## config.mk

```make
export PLATFORM = sky130hd
export DESIGN_NAME = db_scan_ctrl
export DESIGN_NICKNAME = d
export VERILOG_FILES = /design/src/rtl/db_scan_ctrl.sv
export SDC_FILE = /design/constraint.sdc
export NUM_CORES = 1
export LEC_CHECK = 0
export BUFFER_PORTS_ARGS = -buffer_cell sky130_fd_sc_hd__buf_2
export CORE_ASPECT_RATIO = 0.7
export CORE_UTILIZATION = 50
export CTS_CLUSTER_SIZE = 30
export DETAILED_ROUTE_END_ITERATION = 7
export GPL_TIMING_DRIVEN = 0
export PLACE_DENSITY_LB_ADDON = 0.1
export SLEW_MARGIN = 30
export SYNTH_ARGS = -nofsm -noshare
export SYNTH_HDL_FRONTEND = slang
export SYNTH_SLANG_ARGS = --single-unit
export TNS_END_PERCENT = 20
```

## constraint.sdc

```tcl
create_clock -name clk -period 3.55 [get_ports clk]
set_input_delay 0.355 -clock clk [delete_from_list [all_inputs] [get_ports clk]]
set_output_delay 0.355 -clock clk [all_outputs]
set_load 0.05 [all_outputs]
```

## src/rtl/db_scan_ctrl.sv

```systemverilog
// Multi-button debounce controller: one shared sample-tick divider, a 2-flop
// synchronizer and a confirm FSM per channel, registered level and edge pulses.
module db_scan_ctrl #(
    parameter int N        = 4,
    parameter int TICK_DIV = 1_000_000,
    parameter int CONFIRM  = 3
) (
    input  logic             clk,
    input  logic             reset_n,
    input  logic [N-1:0]     sw,
    output logic [N-1:0]     db_level,
    output logic [N-1:0]     db_rise,
    output logic [N-1:0]     db_fall,
    output logic             sample_tick,
    output logic [2*N-1:0]   dbg_state
);

    localparam int DW = (TICK_DIV > 1) ? $clog2(TICK_DIV) : 1;
    localparam int CW = $clog2(CONFIRM + 1);

    typedef enum logic [1:0] {
        ZERO  = 2'd0,
        WAIT1 = 2'd1,
        ONE   = 2'd2,
        WAIT0 = 2'd3
    } state_t;

    logic [N-1:0]  sw_meta_q;
    logic [N-1:0]  sw_s_q;
    logic [DW-1:0] div_cnt_q;
    logic          tick_q;
    state_t        state_q [N];
    state_t        state_d [N];
    logic [CW-1:0] cnt_q   [N];
    logic [CW-1:0] cnt_d   [N];
    logic [N-1:0]  level_q, level_d;
    logic [N-1:0]  rise_q, rise_d;
    logic [N-1:0]  fall_q, fall_d;

    always_ff @(posedge clk or negedge reset_n) begin
        if (!reset_n) begin
            sw_meta_q <= '0;
            sw_s_q    <= '0;
            div_cnt_q <= '0;
            tick_q    <= 1'b0;
            level_q   <= '0;
            rise_q    <= '0;
            fall_q    <= '0;
            for (int i = 0; i < N; i++) begin
                state_q[i] <= ZERO;
                cnt_q[i]   <= '0;
            end
        end else begin
            sw_meta_q <= sw;
            sw_s_q    <= sw_meta_q;
            if (div_cnt_q == DW'(TICK_DIV - 1)) begin
                div_cnt_q <= '0;
            end else begin
                div_cnt_q <= div_cnt_q + DW'(1);
            end
            // Tick lands the cycle after the terminal count, giving an exact TICK_DIV period.
            tick_q  <= (div_cnt_q == DW'(TICK_DIV - 1));
            level_q <= level_d;
            rise_q  <= rise_d;
            fall_q  <= fall_d;
            for (int i = 0; i < N; i++) begin
                state_q[i] <= state_d[i];
                cnt_q[i]   <= cnt_d[i];
            end
        end
    end

    always_comb begin
        level_d   = '0;
        rise_d    = '0;
        fall_d    = '0;
        dbg_state = '0;
        for (int i = 0; i < N; i++) begin
            state_d[i] = state_q[i];
            cnt_d[i]   = cnt_q[i];
            // An input reversal aborts the wait before any tick is considered.
            case (state_q[i])
                ZERO: begin
                    if (sw_s_q[i]) begin
                        state_d[i] = WAIT1;
                        cnt_d[i]   = CW'(CONFIRM - 1);
                    end
                end
                WAIT1: begin
                    if (!sw_s_q[i]) begin
                        state_d[i] = ZERO;
                    end else if (tick_q) begin
                        if (cnt_q[i] == '0) state_d[i] = ONE;
                        else                cnt_d[i]   = cnt_q[i] - CW'(1);
                    end
                end
                ONE: begin
                    if (!sw_s_q[i]) begin
                        state_d[i] = WAIT0;
                        cnt_d[i]   = CW'(CONFIRM - 1);
                    end
                end
                WAIT0: begin
                    if (sw_s_q[i]) begin
                        state_d[i] = ONE;
                    end else if (tick_q) begin
                        if (cnt_q[i] == '0) state_d[i] = ZERO;
                        else                cnt_d[i]   = cnt_q[i] - CW'(1);
                    end
                end
            endcase
            level_d[i] = (state_d[i] == ONE) || (state_d[i] == WAIT0);
            rise_d[i]  = (state_q[i] == WAIT1) && (state_d[i] == ONE);
            fall_d[i]  = (state_q[i] == WAIT0) && (state_d[i] == ZERO);
            dbg_state[2*i +: 2] = state_q[i];
        end
    end

    assign db_level    = level_q;
    assign db_rise     = rise_q;
    assign db_fall     = fall_q;
    assign sample_tick = tick_q;

endmodule

```

Yosys cells after proc, flatten, opt, wreduce, memory -nomap -nowiden
Index checks and enable logic that the tools add are counted.
{ "op_classes": {"addsub": 5, "mul": 0, "div_mod_pow": 0, "order_cmp": 0, "n_eq_ne": 37, "shift": 0, "muxes": 65, "bitwise": 0, "n_reduce_logical": 28} }
{ "op_table": {"columns": ["operator", "n"], "rows": [
  ["$mux W2", 56],
  ["$pmux W2 S4", 8],
  ["$eq A2 B2 Y1 const B", 16],
  ["$ne A2 B2 Y1 const B", 16],
  ["$logic_not A2 Y1", 12],
  ["$add A20 B1 Y20 const B", 1],
  ["$eq A20 B20 Y1 const B", 1],
  ["$mux W20", 1],
  ["$reduce_and A4 Y1", 4],
  ["$eq A2 B1 Y1 const B", 4],
  ["$logic_and A1 B1 Y1", 8],
  ["$sub A2 B1 Y2 const B", 4],
  ["$logic_or A1 B1 Y1", 4]
]} }
{ "totals": {"ff_bits": 57, "latch_bits": 0, "ramBits": 0, "rom_bits": 0, "input_bits": 6, "wordCells": 150, "mem_count": 0} }

Logic depth before layout (Yosys ltp)
Gate-level depths: netlist (run 1).
{ "depth": {"word_depth": 7, "ltp_mapped": 6} }

Worst setup path after synthesis (run 1)
No wires, ideal clock.
{ "synth_timing": {"path_type": "reg2reg", "from": "reg div_cnt_q[8]", "to": "reg div_cnt_q[18]", "arrival_ns": 1.653, "required_ns": 3.473, "setup_slack_ns": 1.819, "stages_incl_launch_ff": 6, "n_path_buf": 1, "period_less_slack_ns": 1.731, "path_cell_list": "dfrtp_1 > nand3_2 > or3_1 > buf_2 > or4_1 > a21oi_1"} }
{ "synth_between": {"elab_chain_cells": 2, "elab_cells_between_ends": 3} }
{ "synth_lines": {"columns": ["item", "line_no", "rtl"], "rows": [
  ["start: declaration", "30", "logic [DW-1:0] div_cnt_q;"],
  ["start signal: assignment", "59", "div_cnt_q <= div_cnt_q + DW'(1);"],
  ["$add A20 B1 Y20 or $eq A20 B20 Y1 (tied branches)", "59, 56", null],
  ["$mux W20 (*)", "56", "if (div_cnt_q == DW'(TICK_DIV - 1)) begin"]
]} }
Every way passes the cells marked *; elsewhere a longest branch is shown, timed or not.
A chain may end at the register's enable or synchronous reset.

Final worst setup path (run 1)
{ "layout_timing": {"from": "reg div_cnt_q[0]", "to": "reg div_cnt_q[14]"} }
The elaborated chain is that of the path after synthesis.

==> reports/metrics.cfg, run 1 <==
[route]
wl_per_cell_um = 14.6
wl_met3_um = 207
dr_wl_met2_um = 1970
wl_met1_um = 2020
dr.pass1.iters = 4
ant_nets = 0
top_layer = met4
dr.first_iter.drc_count = 94
totalWireLength_um = 4220
route.vias.total = 1604
drc = 0
vias_per_cell = 5.55

[sta]
slew_viol_final = 0
finalHoldViolations = 0
rsz0062_at_grt = false
fmax_mhz = 461
setup_tns_ps = 0
setup_viol = 0
fin_skew_ps = 7.38
fin_crit_sh_pct = 61.2
relSlewSlack_pct = 39.1
tightest_slew_ps = 906
finalCriticalPeriod_ps = 2170

[clock_tree]
cts.sinks = 53
cts_buffer_depth = 2
insertion_delay_ps = 290
cts_buffers = 5
cts_tree = done
hold_buffers = 0
post_cts_buffers = 0
root_buffer = clkbuf_8
cts_resized = 0
clkTransAtPathRegs_ps = 90
h-tree-depth = 2

[status]
outcome = finished, final reports clean

[floorplan]
num_rows = 20
dieHeight_um = 58.8
start_util_pct = 52.7
dieArea_sq_mm = 0.00489
ios = 27
dieWidth_um = 83.2
coreArea_sq_mm = 0.00438

[yosys]
synth_area_leaders = dfrtp_1 58%, xnor2_1 3.8%, nor3b_1 3.3%
synth_top_area_share_pct = 57.5
syn_area_sq_mm = 0.00231
synth-seq-cells = 53
synth.avg_cell_area_sq_um = 11.5
synth.top_cells.by_count = 53 x dfrtp_1, 12 x nor2_1, 11 x inv_1, 11 x nand3_1
synthCells = 200
synth-edff-count = 0
synth_flop_cell = dfrtp_1
ys_seq_area_share_pct = 57.5
synth.most_common_cell = dfrtp_1
ys_types = 38
yosysWarnings = 0
synth_top_area_cell = dfrtp_1
syn_nets = 211
ys_async_sr_fraction_pct = 100

[worst_setup_path]
crit_path_end_kind = flop
startpoint = div_cnt_q[0]
startpoint_type = flop
cp_max_fo = 9
crit_type = flop to flop
r2r_slack_ps = 1380
reg2regPathDepth = 5
timing.rr.start = div_cnt_q[0]
r2r_end = div_cnt_q[14]
cp.arrival_ps = 2320
required_ps = 3700

[pwr]
finalPower_mw = 1.09
p_leak_nw = 1.25
cellPowerDensity_mw_per_mm2 = 416
vdd.ir_drop.worst_v = 0.000302

[cells_and_area]
drive_gt1_share_pct = 19.7
areaGrowthSynthToFinish_pct = 13.8
utilization_pct = 59.9
insertedDiodeCount = 0
nets = 244
final.fill_count = 342

[grt]
track_usage_pct = 18.8
grt_pass1_vias = 1577
overflow = 0
antenna_found_initial = 0
grt_max_degree = 54
grt_pass1_wl_um = 7150

[placement]
gp_congestion = 0.876
hpwl_um = 3030
io_buffers = 26

[job]
max_cap_viol_count = 0

[min_path]
hold_class = primary input to asynchronous set/reset pin

cell usage in the layout, fill, tap and decap left out, types with 7 or more instances in the layout:
cell	synthesis	final
xnor2_1	10	10
nor2_1	12	12
xor2_1	7	7
nand2_1	9	9
nor3b_1	10	10
inv_1	11	11
buf_2	1	26
nor2b_1	7	7
nand3_1	11	11
dfrtp_1	53	53
metrics by stage:
step	setup WS, ps	hold WS (ps)	instance area [sq um]	cells
6_report	1380	72.0	2620	289
5_1_grt	1180	131	2620	289
3_5_place_dp	1350	346	2510	281
2_1_floorplan	1820	59.4	2310	200
4_1_cts	1330	95.7	2620	289
3_3_place_gp	1450	332	2500	281
report_power, final:
group	total, mW	switching, mW	internal (mW)	leakage, nW
registers	0.625	0.00942	0.616	0.680
clock network	0.410	0.180	0.230	0.0585
logic	0.0569	0.0382	0.0187	0.513
total	1.09	0.228	0.864	1.25
critical path, stage by stage, from the launching register on:
cell and delay (ps):
dfrtp_1 390, ha_1 200, nand3_1 170, or2_1 340, nor4_2 810, nor2_1 120
cell families (layout without fill, tap and decap cells):
| logic type | Yosys count | count (layout) | share of synthesized area (%) |
|---|---|---|---|
| mux | 9 | 9 | 4.23 |
| compound gates | 22 | 22 | 6.19 |
| buf+inv | 18 | 52 | 3.64 |
| flops | 53 | 53 | 57.5 |
| xor+xnor | 17 | 17 | 6.46 |
| fa+ha+maj | 5 | 5 | 2.71 |
| simple gates | 76 | 76 | 19.3 |
area by class of cell:
| type | count | area (sq um) | area share, % |
|---|---|---|---|
| sequential | 53 | 1330 | 50.5 |
| tap | 55 | 68.8 | 2.62 |
| inverter | 11 | 41.3 | 1.57 |
| multi-input combinational | 129 | 896 | 34.1 |
| buffer | 7 | 42.5 | 1.62 |
| clock buffer | 7 | 86.3 | 3.29 |
| clock inverter | 1 | 30.0 | 1.14 |
| timing repair buffer | 26 | 133 | 5.05 |
state kept, by name (all words and copies together) (netlist names):
name / count
sw_s_q: 4
db_rise: 4
db_fall: 4
cnt_q: 8
div_cnt_q: 20
db_level: 1
sw_meta_q: 4
dbg_state: 7
sample_tick: 1
how the worst max path moves through the flow:
stage                         end  slack (ps)  depth (start not counted)
floorplan           div_cnt_q[18]        1820                          5
global placement    div_cnt_q[14]        1450                          5
detailed placement   div_cnt_q[5]        1350                          5
CTS                  div_cnt_q[5]        1330                          5
global route         div_cnt_q[5]        1180                          5
finish              div_cnt_q[14]        1380                          5
routing by layer:
layer  vias up  track usage, %
li1        760               -
met1       788            26.0
met3         2            4.77
met5         -               0
met2        54            30.0
met4         0            5.17
Power figures use the tool's default switching activity.
==> run 2, diff against run 1 <==
==> constraint.sdc (replaced) <==
create_clock -name clk -period 2 [get_ports clk]
set_input_delay 0.2 -clock clk [delete_from_list [all_inputs] [get_ports clk]]
set_output_delay 0.2 -clock clk [all_outputs]
set_load 0.05 [all_outputs]
==> reports/metrics.cfg, run 2 (synthesized netlist as in run 1, its figures left out) <==
[grt]
track_usage_pct = 18.9
grt_max_degree = 54
antenna_found_initial = 0
overflow = 0
grt_pass1_wl_um = 7200
grt_pass1_vias = 1601

[clock_tree]
root_buffer = clkbuf_8
clkTransAtPathRegs_ps = 90
cts.sinks = 53
cts_buffers = 5
post_cts_buffers = 0
insertion_delay_ps = 290
cts_tree = done
cts_buffer_depth = 2
h-tree-depth = 2

[status]
outcome = finished, final reports clean

[sta]
setup_viol = 0
slew_viol_final = 0
fin_crit_sh_pct = 94.4
fmax_mhz = 529
relSlewSlack_pct = 56.9
holdWs_ps = 363
fin_skew_ps = 6.81
tightest_slew_ps = 647
finalHoldViolations = 0
rsz0062_at_grt = false
finalCriticalPeriod_ps = 1890

[route]
route.vias.total = 1625
totalWireLength_um = 4250
dr.first_iter.drc_count = 81
wl_met1_um = 2040
wl_per_cell_um = 14.5
top_layer = met4
ant_nets = 0
wl_met3_um = 229
dr.pass1.iters = 4
drc = 0
vias_per_cell = 5.53
dr_wl_met2_um = 1970

[floorplan]
num_rows = 20
start_util_pct = 52.7
coreArea_sq_mm = 0.00438
dieArea_sq_mm = 0.00489
dieWidth_um = 83.2
ios = 27
dieHeight_um = 58.8

[worst_setup_path]
worst_path_largest_cell_delay_ps = 500
timing.rr.start = div_cnt_q[7]
crit_chain = nand3_2 -> or3_1 -> buf_2 -> or4_1 -> a21oi_1
cp_max_fo = 6
setup.worst_path.end = div_cnt_q[18]
path_delay_family = simple AND/OR/NAND/NOR gates
r2r_slack_ps = 110
startpoint = div_cnt_q[7]
r2r_end = div_cnt_q[18]
slowest_stage = or4_1
startpoint_type = flop
crit_type = flop to flop
reg2regPathDepth = 5
cp.arrival_ps = 2120
crit_path_end_kind = flop
crit_buf_inv = 1
cp_num_cells = 5
required_ps = 2230

[job]
max_cap_viol_count = 0

[pwr]
p_leak_nw = 1.27
cellPowerDensity_mw_per_mm2 = 724
vdd.ir_drop.worst_v = 0.000533

[cells_and_area]
areaGrowthSynthToFinish_pct = 16.4
layout_commonest_cell = dfrtp_1
top_register = div_cnt_q
utilization_pct = 61.3
final.fill_count = 338
largest_reg_flops = 20
insertedDiodeCount = 0
layout_common_cells = 52 x dfrtp_1, 26 x buf_2, 12 x nor2_1
drive_gt1_share_pct = 19.7
nets = 249

[placement]
io_buffers = 26
gp_congestion = 0.876
hpwl_um = 3030

[min_path]
hold_class = flop to flop
whs_path_depth = 0

## run 2: changes by cell type in the layout (fill, tap and decap cells not counted)
cell,delta
dfrtp_2,+1
nor4_2,-1
dfrtp_1,-1
dlygate4sd3_1,+5
nor4_4,+1
## run 2: layer usage
layer / vias to the layer above / track usage (%)
met3: 2 / 4.77
met4: 0 / 5.42
met5: - / 0
met1: 799 / 25.9
li1: 771 / -
met2: 53 / 30.2
## run 2: metrics by stage
stage | std cells | setup TNS [ps] | power [mW] | cell area [sq um] | setup slack, ps
detailed placement | 281 | -1570 | 1.23 | 2510 | -200
CTS | 291 | 0 | 1.96 | 2650 | 29.1
global route | 294 | 0 | 2.03 | 2680 | 6.80
global placement | 281 | -742 | 1.22 | 2500 | -103
floorplan | 200 | 0 | 1.19 | 2310 | 269
finish | 294 | 0 | 1.94 | 2680 | 111
## run 2: area by class of cell
| type | instances | area (sq um) | area share, % |
|---|---|---|---|
| plain buffers | 7 | 42.5 | 1.59 |
| well taps | 55 | 68.8 | 2.56 |
| multi-input cells | 129 | 905 | 33.7 |
| clock buffers | 7 | 86.3 | 3.22 |
| clock inverters | 1 | 30.0 | 1.12 |
| repair buffers | 31 | 183 | 6.81 |
| flip-flops and latches | 53 | 1330 | 49.5 |
| inverters | 11 | 41.3 | 1.54 |
## run 2: where the power goes
group          leakage, nW  switching (mW)  total (mW)  internal, mW
Clock               0.0585           0.317       0.725         0.408
Sequential           0.679          0.0167        1.11          1.09
Combinational        0.533          0.0690       0.109        0.0396
## run 2: worst reg2reg max path: stages, from the launching register on
cell and delay (ps):
dfrtp_1 440, nand3_2 170, or3_1 400, buf_2 170
or4_1 500, a21oi_1 150
## run 2: worst min path at each step
stage	startpoint	end	slack [ps]
floorplan	reset_n	cnt_q[0]	-100
global placement	sw[2]	sw_meta_q[2]	310
detailed placement	reset_n	div_cnt_q[12]	270
CTS	sw[2]	sw_meta_q[2]	1
global route	sw_meta_q[1]	sw_s_q[1]	370
finish	sw_meta_q[2]	sw_s_q[2]	360
## run 2: repair_timing
item | CTS | global route
pin swaps | 0 | 1
setup endpoints to repair | 9 | 8
hold buffers | 2 | 3
resized for setup | 1 | 1
hold endpoints to repair | 54 | 3
